File: config.mk
export PLATFORM = sky130hd
export DESIGN_NAME = lsu_axi_ctrl
export DESIGN_NICKNAME = d
export VERILOG_FILES = /design/src/rtl/lsu_pkg.sv /design/src/rtl/lsu_lane_align.sv /design/src/rtl/lsu_axi_ctrl.sv
export SDC_FILE = /design/constraint.sdc
export NUM_CORES = 1
export LEC_CHECK = 0
export ABC_AREA = 1
export BUFFER_PORTS_ARGS = -buffer_cell sky130_fd_sc_hd__buf_2
export CORE_AREA = 2 2 188 190
export CTS_CLUSTER_DIAMETER = 50
export DETAILED_ROUTE_END_ITERATION = 8
export DIE_AREA = 0 0 190 192
export MAX_ROUTING_LAYER = met4
export PLACE_DENSITY = 0.73
export SLEW_MARGIN = 20
export SYNTH_ARGS = -nofsm -noshare
export SYNTH_HDL_FRONTEND = slang
export SYNTH_HIERARCHICAL = 1
export SYNTH_SLANG_ARGS = --single-unit
export TNS_END_PERCENT = 20
File: constraint.sdc
create_clock -name clk -period 6.45 [get_ports clk]
set_clock_uncertainty 0.05 [all_clocks]
set_input_delay 0.645 -clock clk [delete_from_list [all_inputs] [get_ports clk]]
set_output_delay 0.645 -clock clk [all_outputs]
set_load 0.02 [all_outputs]
File: src/rtl/lsu_pkg.sv
// Shared encodings, FSM state type and byte-mask helper for the load/store unit.
package lsu_pkg;

    localparam logic [1:0] SIZE_B    = 2'd0;
    localparam logic [1:0] SIZE_H    = 2'd1;
    localparam logic [1:0] SIZE_W    = 2'd2;
    localparam logic [1:0] SIZE_D    = 2'd3;
    localparam logic [1:0] RESP_OKAY = 2'b00;

    typedef enum logic [2:0] {
        ST_IDLE,
        ST_RD_AR,
        ST_RD_R,
        ST_WR_REQ,
        ST_WR_B,
        ST_RESP
    } lsu_state_e;

    // Byte-enable pattern for an access of the given size, before lane steering.
    function automatic logic [7:0] size_mask(input logic [1:0] size);
        case (size)
            SIZE_B:  size_mask = 8'h01;
            SIZE_H:  size_mask = 8'h03;
            SIZE_W:  size_mask = 8'h0F;
            default: size_mask = 8'hFF;
        endcase
    endfunction

endpackage

File: src/rtl/lsu_lane_align.sv
// Byte-lane steering: store shift/strobe generation and load extract/extend.
module lsu_lane_align
    import lsu_pkg::*;
#(
    parameter  int DATA_W = 64,
    localparam int NBYTE  = DATA_W / 8,
    localparam int OFS_W  = $clog2(NBYTE)
) (
    input  logic [OFS_W-1:0]  offset_i,
    input  logic [1:0]        size_i,
    input  logic              signed_i,
    input  logic [DATA_W-1:0] st_data_i,
    input  logic [DATA_W-1:0] ld_raw_i,
    output logic [DATA_W-1:0] st_data_o,
    output logic [NBYTE-1:0]  st_strb_o,
    output logic [DATA_W-1:0] ld_data_o
);

    logic [NBYTE-1:0]  bmask;
    logic [DATA_W-1:0] dmask;
    logic [DATA_W-1:0] shifted;
    logic              sbit;

    assign bmask     = NBYTE'(size_mask(size_i));
    assign st_data_o = st_data_i << {offset_i, 3'b000};
    assign st_strb_o = bmask << offset_i;
    assign shifted   = ld_raw_i >> {offset_i, 3'b000};

    always_comb begin
        dmask = '0;
        for (int i = 0; i < NBYTE; i++) dmask[i*8 +: 8] = {8{bmask[i]}};
        case (size_i)
            SIZE_B:  sbit = shifted[7];
            SIZE_H:  sbit = shifted[15];
            SIZE_W:  sbit = shifted[31];
            default: sbit = shifted[DATA_W-1];
        endcase
        // Bits above the access width are filled with the sign bit or cleared.
        ld_data_o = (shifted & dmask) | ((signed_i && sbit) ? ~dmask : '0);
    end

endmodule

File: src/rtl/lsu_axi_ctrl.sv
// Handshaked load/store unit driving an AXI4-Lite-style read or write transaction.
module lsu_axi_ctrl
    import lsu_pkg::*;
#(
    parameter  int ADDR_W    = 64,
    parameter  int DATA_W    = 64,
    parameter  bit CHK_ALIGN = 1'b1,
    localparam int NBYTE     = DATA_W / 8,
    localparam int OFS_W     = $clog2(NBYTE)
) (
    input  logic              clk,
    input  logic              rst_n,
    input  logic              req_valid,
    output logic              req_ready,
    input  logic              req_ren,
    input  logic              req_wen,
    input  logic [ADDR_W-1:0] req_addr,
    input  logic [1:0]        req_size,
    input  logic              req_signed,
    input  logic [DATA_W-1:0] req_wdata,
    output logic              resp_valid,
    input  logic              resp_ready,
    output logic [DATA_W-1:0] resp_rdata,
    output logic              resp_err,
    output logic [ADDR_W-1:0] araddr,
    output logic [2:0]        arsize,
    output logic              arvalid,
    input  logic              arready,
    input  logic [DATA_W-1:0] rdata,
    input  logic [1:0]        rresp,
    input  logic              rvalid,
    output logic              rready,
    output logic [ADDR_W-1:0] awaddr,
    output logic [2:0]        awsize,
    output logic              awvalid,
    input  logic              awready,
    output logic [DATA_W-1:0] wdata,
    output logic [NBYTE-1:0]  wstrb,
    output logic              wvalid,
    input  logic              wready,
    input  logic [1:0]        bresp,
    input  logic              bvalid,
    output logic              bready
);

    lsu_state_e        state_q;
    logic [ADDR_W-1:0] addr_q;
    logic [1:0]        size_q;
    logic              signed_q;
    logic [DATA_W-1:0] wdata_q, rdata_q;
    logic [NBYTE-1:0]  wstrb_q;
    logic              req_ready_q, arvalid_q, rready_q, awvalid_q, wvalid_q, bready_q;
    logic              resp_valid_q, err_q;

    logic [OFS_W-1:0]  ofs_d;
    logic [1:0]        size_d;
    logic [DATA_W-1:0] st_data_d, ld_data_d;
    logic [NBYTE-1:0]  st_strb_d;
    logic              misalign_d, illegal_d;

    // Store steering works on the live request; load extraction on the latched one.
    assign ofs_d  = (state_q == ST_IDLE) ? req_addr[OFS_W-1:0] : addr_q[OFS_W-1:0];
    assign size_d = (state_q == ST_IDLE) ? req_size : size_q;

    assign misalign_d = CHK_ALIGN &&
        ((req_addr[2:0] & 3'((4'd1 << req_size) - 4'd1)) != 3'd0);
    assign illegal_d  = (DATA_W == 32) && (req_size == SIZE_D);

    lsu_lane_align #(.DATA_W(DATA_W)) u_align (
        .offset_i  (ofs_d),
        .size_i    (size_d),
        .signed_i  (signed_q),
        .st_data_i (req_wdata),
        .ld_raw_i  (rdata),
        .st_data_o (st_data_d),
        .st_strb_o (st_strb_d),
        .ld_data_o (ld_data_d)
    );

    always_ff @(posedge clk or negedge rst_n) begin
        if (!rst_n) begin
            state_q      <= ST_IDLE;
            addr_q       <= '0;
            size_q       <= '0;
            signed_q     <= 1'b0;
            wdata_q      <= '0;
            wstrb_q      <= '0;
            rdata_q      <= '0;
            err_q        <= 1'b0;
            req_ready_q  <= 1'b1;
            arvalid_q    <= 1'b0;
            rready_q     <= 1'b0;
            awvalid_q    <= 1'b0;
            wvalid_q     <= 1'b0;
            bready_q     <= 1'b0;
            resp_valid_q <= 1'b0;
        end else begin
            case (state_q)
                ST_IDLE: if (req_valid) begin
                    addr_q      <= req_addr;
                    size_q      <= req_size;
                    signed_q    <= req_signed;
                    wdata_q     <= st_data_d;
                    wstrb_q     <= st_strb_d;
                    rdata_q     <= '0;
                    err_q       <= 1'b0;
                    req_ready_q <= 1'b0;
                    if (misalign_d || illegal_d) begin
                        err_q        <= 1'b1;
                        resp_valid_q <= 1'b1;
                        state_q      <= ST_RESP;
                    end else if (req_wen) begin
                        awvalid_q <= 1'b1;
                        wvalid_q  <= 1'b1;
                        state_q   <= ST_WR_REQ;
                    end else if (req_ren) begin
                        arvalid_q <= 1'b1;
                        state_q   <= ST_RD_AR;
                    end else begin
                        resp_valid_q <= 1'b1;
                        state_q      <= ST_RESP;
                    end
                end
                ST_RD_AR: if (arready) begin
                    arvalid_q <= 1'b0;
                    rready_q  <= 1'b1;
                    state_q   <= ST_RD_R;
                end
                ST_RD_R: if (rvalid) begin
                    rready_q     <= 1'b0;
                    resp_valid_q <= 1'b1;
                    err_q        <= (rresp != RESP_OKAY);
                    rdata_q      <= (rresp == RESP_OKAY) ? ld_data_d : '0;
                    state_q      <= ST_RESP;
                end
                ST_WR_REQ: begin
                    if (awready) awvalid_q <= 1'b0;
                    if (wready)  wvalid_q  <= 1'b0;
                    // Each channel is done once its valid has dropped or handshakes now.
                    if ((!awvalid_q || awready) && (!wvalid_q || wready)) begin
                        bready_q <= 1'b1;
                        state_q  <= ST_WR_B;
                    end
                end
                ST_WR_B: if (bvalid) begin
                    bready_q     <= 1'b0;
                    resp_valid_q <= 1'b1;
                    err_q        <= (bresp != RESP_OKAY);
                    state_q      <= ST_RESP;
                end
                ST_RESP: if (resp_ready) begin
                    resp_valid_q <= 1'b0;
                    req_ready_q  <= 1'b1;
                    state_q      <= ST_IDLE;
                end
                default: state_q <= ST_IDLE;
            endcase
        end
    end

    assign req_ready  = req_ready_q;
    assign resp_valid = resp_valid_q;
    assign resp_rdata = rdata_q;
    assign resp_err   = err_q;
    assign araddr     = addr_q;
    assign arsize     = {1'b0, size_q};
    assign arvalid    = arvalid_q;
    assign rready     = rready_q;
    assign awaddr     = addr_q;
    assign awsize     = {1'b0, size_q};
    assign awvalid    = awvalid_q;
    assign wdata      = wdata_q;
    assign wstrb      = wstrb_q;
    assign wvalid     = wvalid_q;
    assign bready     = bready_q;

endmodule

==> results.toml <==
[outcome]
status = "completed"

[global_routing]
antenna_found_initial = 9
grt_max_degree = 84
grt_pass1_wl_mm = 73.6
grt_pass1_vias = 12800
grt-ovfl-total = 0
grt_usage_pct = 27.1

[cts]
tritoncts = "done"
cts_max_level = 2
clkTransAtPathRegs_ns = 0.06
cts_sinks = 214
cts_resized = 0
clock_latency_ns = 0.53
post_cts_buffers = 0
clockBufferDepth = 3
postCtsHoldBufs = 0
cts_made_buffers = 35
cts-root-buf = "clkbuf_16"

[power]
clockPowerShare_pct = 19.3
vdd_ir_drop_max_uv = 308
p_int_uw = 4600
seqPwrFrac_pct = 22.0
p_leak_uw = 0.00907
switching_power_uw = 5230
switching_share_pct = 53.2
p_per_area_mw_per_mm2 = 611
p_comb_share_pct = 58.8

[critical_path]
arrival_ns = 4.47
worst_r2r_path_depth = 9
start_kind = "register"
cp_max_fo = 20
end_kind = "register"
critPathRequiredTime_ns = 6.83
crit_type = "reg2reg"

[timing]
period_minus_slack_ns = 4.08
slew_viol_final = 0
fmax_mhz = 245
rsz0062_at_grt = "no"
fin_tns_setup_ns = 0
final-setup-viol-count = 0
final.period_utilization_pct = 63.3
tightest_slew_ns = 0.944
slew_headroom_pct = 37.1
timing.hold.ws_ns = 0.0289
hold_violations = 0

[logic_synthesis]
ys_warn_count = 6
synthArstFlopShare_pct = 100
yosysMostFrequentCell = "nand2_1"
synth_seq_area_share_pct = 41.5
ys_ff_latch = 214
synth_area_leader_cell = "dfrtp_1"
synth_area_sq_mm = 0.0129
synth_top_area_share_pct = 41.3
synth-main-ff-cell = "dfrtp_1"
yosysUniqueCellTypes = 32
avgSynthCellArea_sq_um = 6.98
synthTopCellsByArea = "dfrtp_1 41%, nand2_1 25%, o21ai_0 8.1%"
synth_edf_count = 0
synthTopCellsByCount = "852 x nand2_1, 213 x dfrtp_1, 210 x o21ai_0, 89 x inv_1, 79 x buf_4"
syn_inst = 1852

[flow_run]
maxCapViolations = 0

[detailed_routing]
drc = 0
vias = 13700
final_antenna_net_count = 0
wl_per_cell_um = 18.4
drt_iter0_drc = 1233
routed_wl_mm = 49.4
first_pass_iters = 5
avgViaCountPerCell = 5.09

[die]
start_util_pct = 37.7
die_h_um = 192
io_pins = 488
rows = 68
dieArea_sq_mm = 0.0365
core-area_sq_mm = 0.0343
die_x_um = 190

[final_layout]
syn_to_final_growth_pct = 24.5
drive_gt1_share_pct = 26.5
multi_input_area_sq_mm = 0.00606
fillCellCount = 3528
fin_nets = 2410
seq_area_sq_mm = 0.00536
final_util_pct = 46.9

[placement]
hpwl_mm = 36.6
port_buffers = 485
gp_congestion = 0.949

[hold_path]
hp-class = "in2async"
-- area by class of cell --
type / instances / share of cell area (%)
diodes: 7 / 0.109
clock buffers: 42 / 5.80
clock inverters: 21 / 1.50
inverters: 94 / 2.24
multi-input cells: 1356 / 37.7
flip-flops and latches: 214 / 33.3
well taps: 455 / 3.54
repair buffers: 499 / 15.8
-- metrics by stage --
| step | worst slack (ns) | cell area (sq um) | power (uW) | instances |
|---|---|---|---|---|
| after floorplan | 3.89 | 12900 | 6410 | 1853 |
| after global placement | 2.64 | 14900 | 7830 | 2618 |
| after detailed placement | 2.46 | 14900 | 7880 | 2618 |
| after CTS | 2.44 | 16100 | 9820 | 2681 |
| after global routing | 2.11 | 16100 | 10500 | 2688 |
| final | 2.37 | 16100 | 9830 | 2688 |
-- power by group through the flow --
stage                     logic (uW)  clock network, uW  registers [uW]
final                           5770               1890            2160
after global routing            6310               2000            2210
after CTS                       5720               1940            2160
after detailed placement        5710                  0            2170
after global placement          5670                  0            2160
after floorplan                 3770                  0            2640
-- sequential cells by signal, indices dropped and copies added, names as in the netlist --
signal and cells:
araddr 64, resp_rdata 64, wdata 64, wstrb 8
state_q 3, size_q 2, arvalid 1, awvalid 1
bready 1, req_ready 1, resp_err 1, resp_valid 1
rready 1, signed_q 1, wvalid 1
-- cells by family after synthesis --
| kind of cell | after synthesis | synth area share (%) |
|---|---|---|
| buffers and inverters | 283 | 11.9 |
| other | 1 | 0.0290 |
| flip-flops | 214 | 41.5 |
| AND/OR/NAND/NOR | 1000 | 30.5 |
| AO/OA/AOI/OAI | 322 | 13.6 |
| multiplexers | 32 | 2.48 |
-- worst max-delay path, cell delays in order (launching register included) --
cell and delay [ns]:
dfrtp_1 0.49, nor2_8 0.21, nand2_2 0.26, o21ai_0 0.74, nand2_1 0.25, nor2_1 0.75, inv_1 0.59, o21ai_0 0.35
nand2_1 0.08, o21ai_0 0.19
-- metal layers --
metal	global-route usage, %	wire length, um	vias to the layer above
met1	33.6	19900	6378
met3	4.92	4210	106
li1	-	-	6523
met4	12.2	2020	0
met2	43.3	23200	688
met5	-	0	-
-- final timing paths --
| path | slack [ns] | end | start |
|---|---|---|---|
| max | 2.37 | resp_rdata[36] | state_q[2] |
| min | 0.03 | wdata[6] | rst_n |
| max reg2reg | 2.37 | resp_rdata[36] | state_q[2] |
| min reg2reg | 0.41 | wdata[13] | wdata[13] |
| max in group asynchronous | 4.90 | resp_rdata[53] | rst_n |
| min in group clk | 0.25 | araddr[63] | req_addr[63] |
-- placed cells by master, fill, tap and decap left out, types with 2 or more instances in the layout --
cell type   Yosys  final
a21oi_1        21     21
a22oi_1        11     11
buf_2          59    484
buf_4          79     14
bufinv_16       0      3
clkbuf_1       32      4
clkbuf_16       0     35
clkbuf_8        0      3
clkinv_2        0      3
clkinv_4        0      3
clkinvlp_4      0      2
conb_1          1      2
dfrtp_1       213    213
diode_2         0      7
inv_1          89     88
inv_2           2      2
inv_4           2      3
inv_6           0      7
inv_8           0      3
mux2i_1        32     32
nand2_1       852    852
nand2_2         4      3
nand3_1        53     53
nand3_2         5      5
nand3_4         2      2
nor2_1         77     77
nor2_4          4      4
o211ai_1       28     28
o21ai_0       210    206
o21ai_1        34     35
o21ai_2         5      5
o21ai_4         0      3
o22ai_1         8      8
o31ai_1         4      4
No activity file was read; power rests on OpenSTA's default activity.
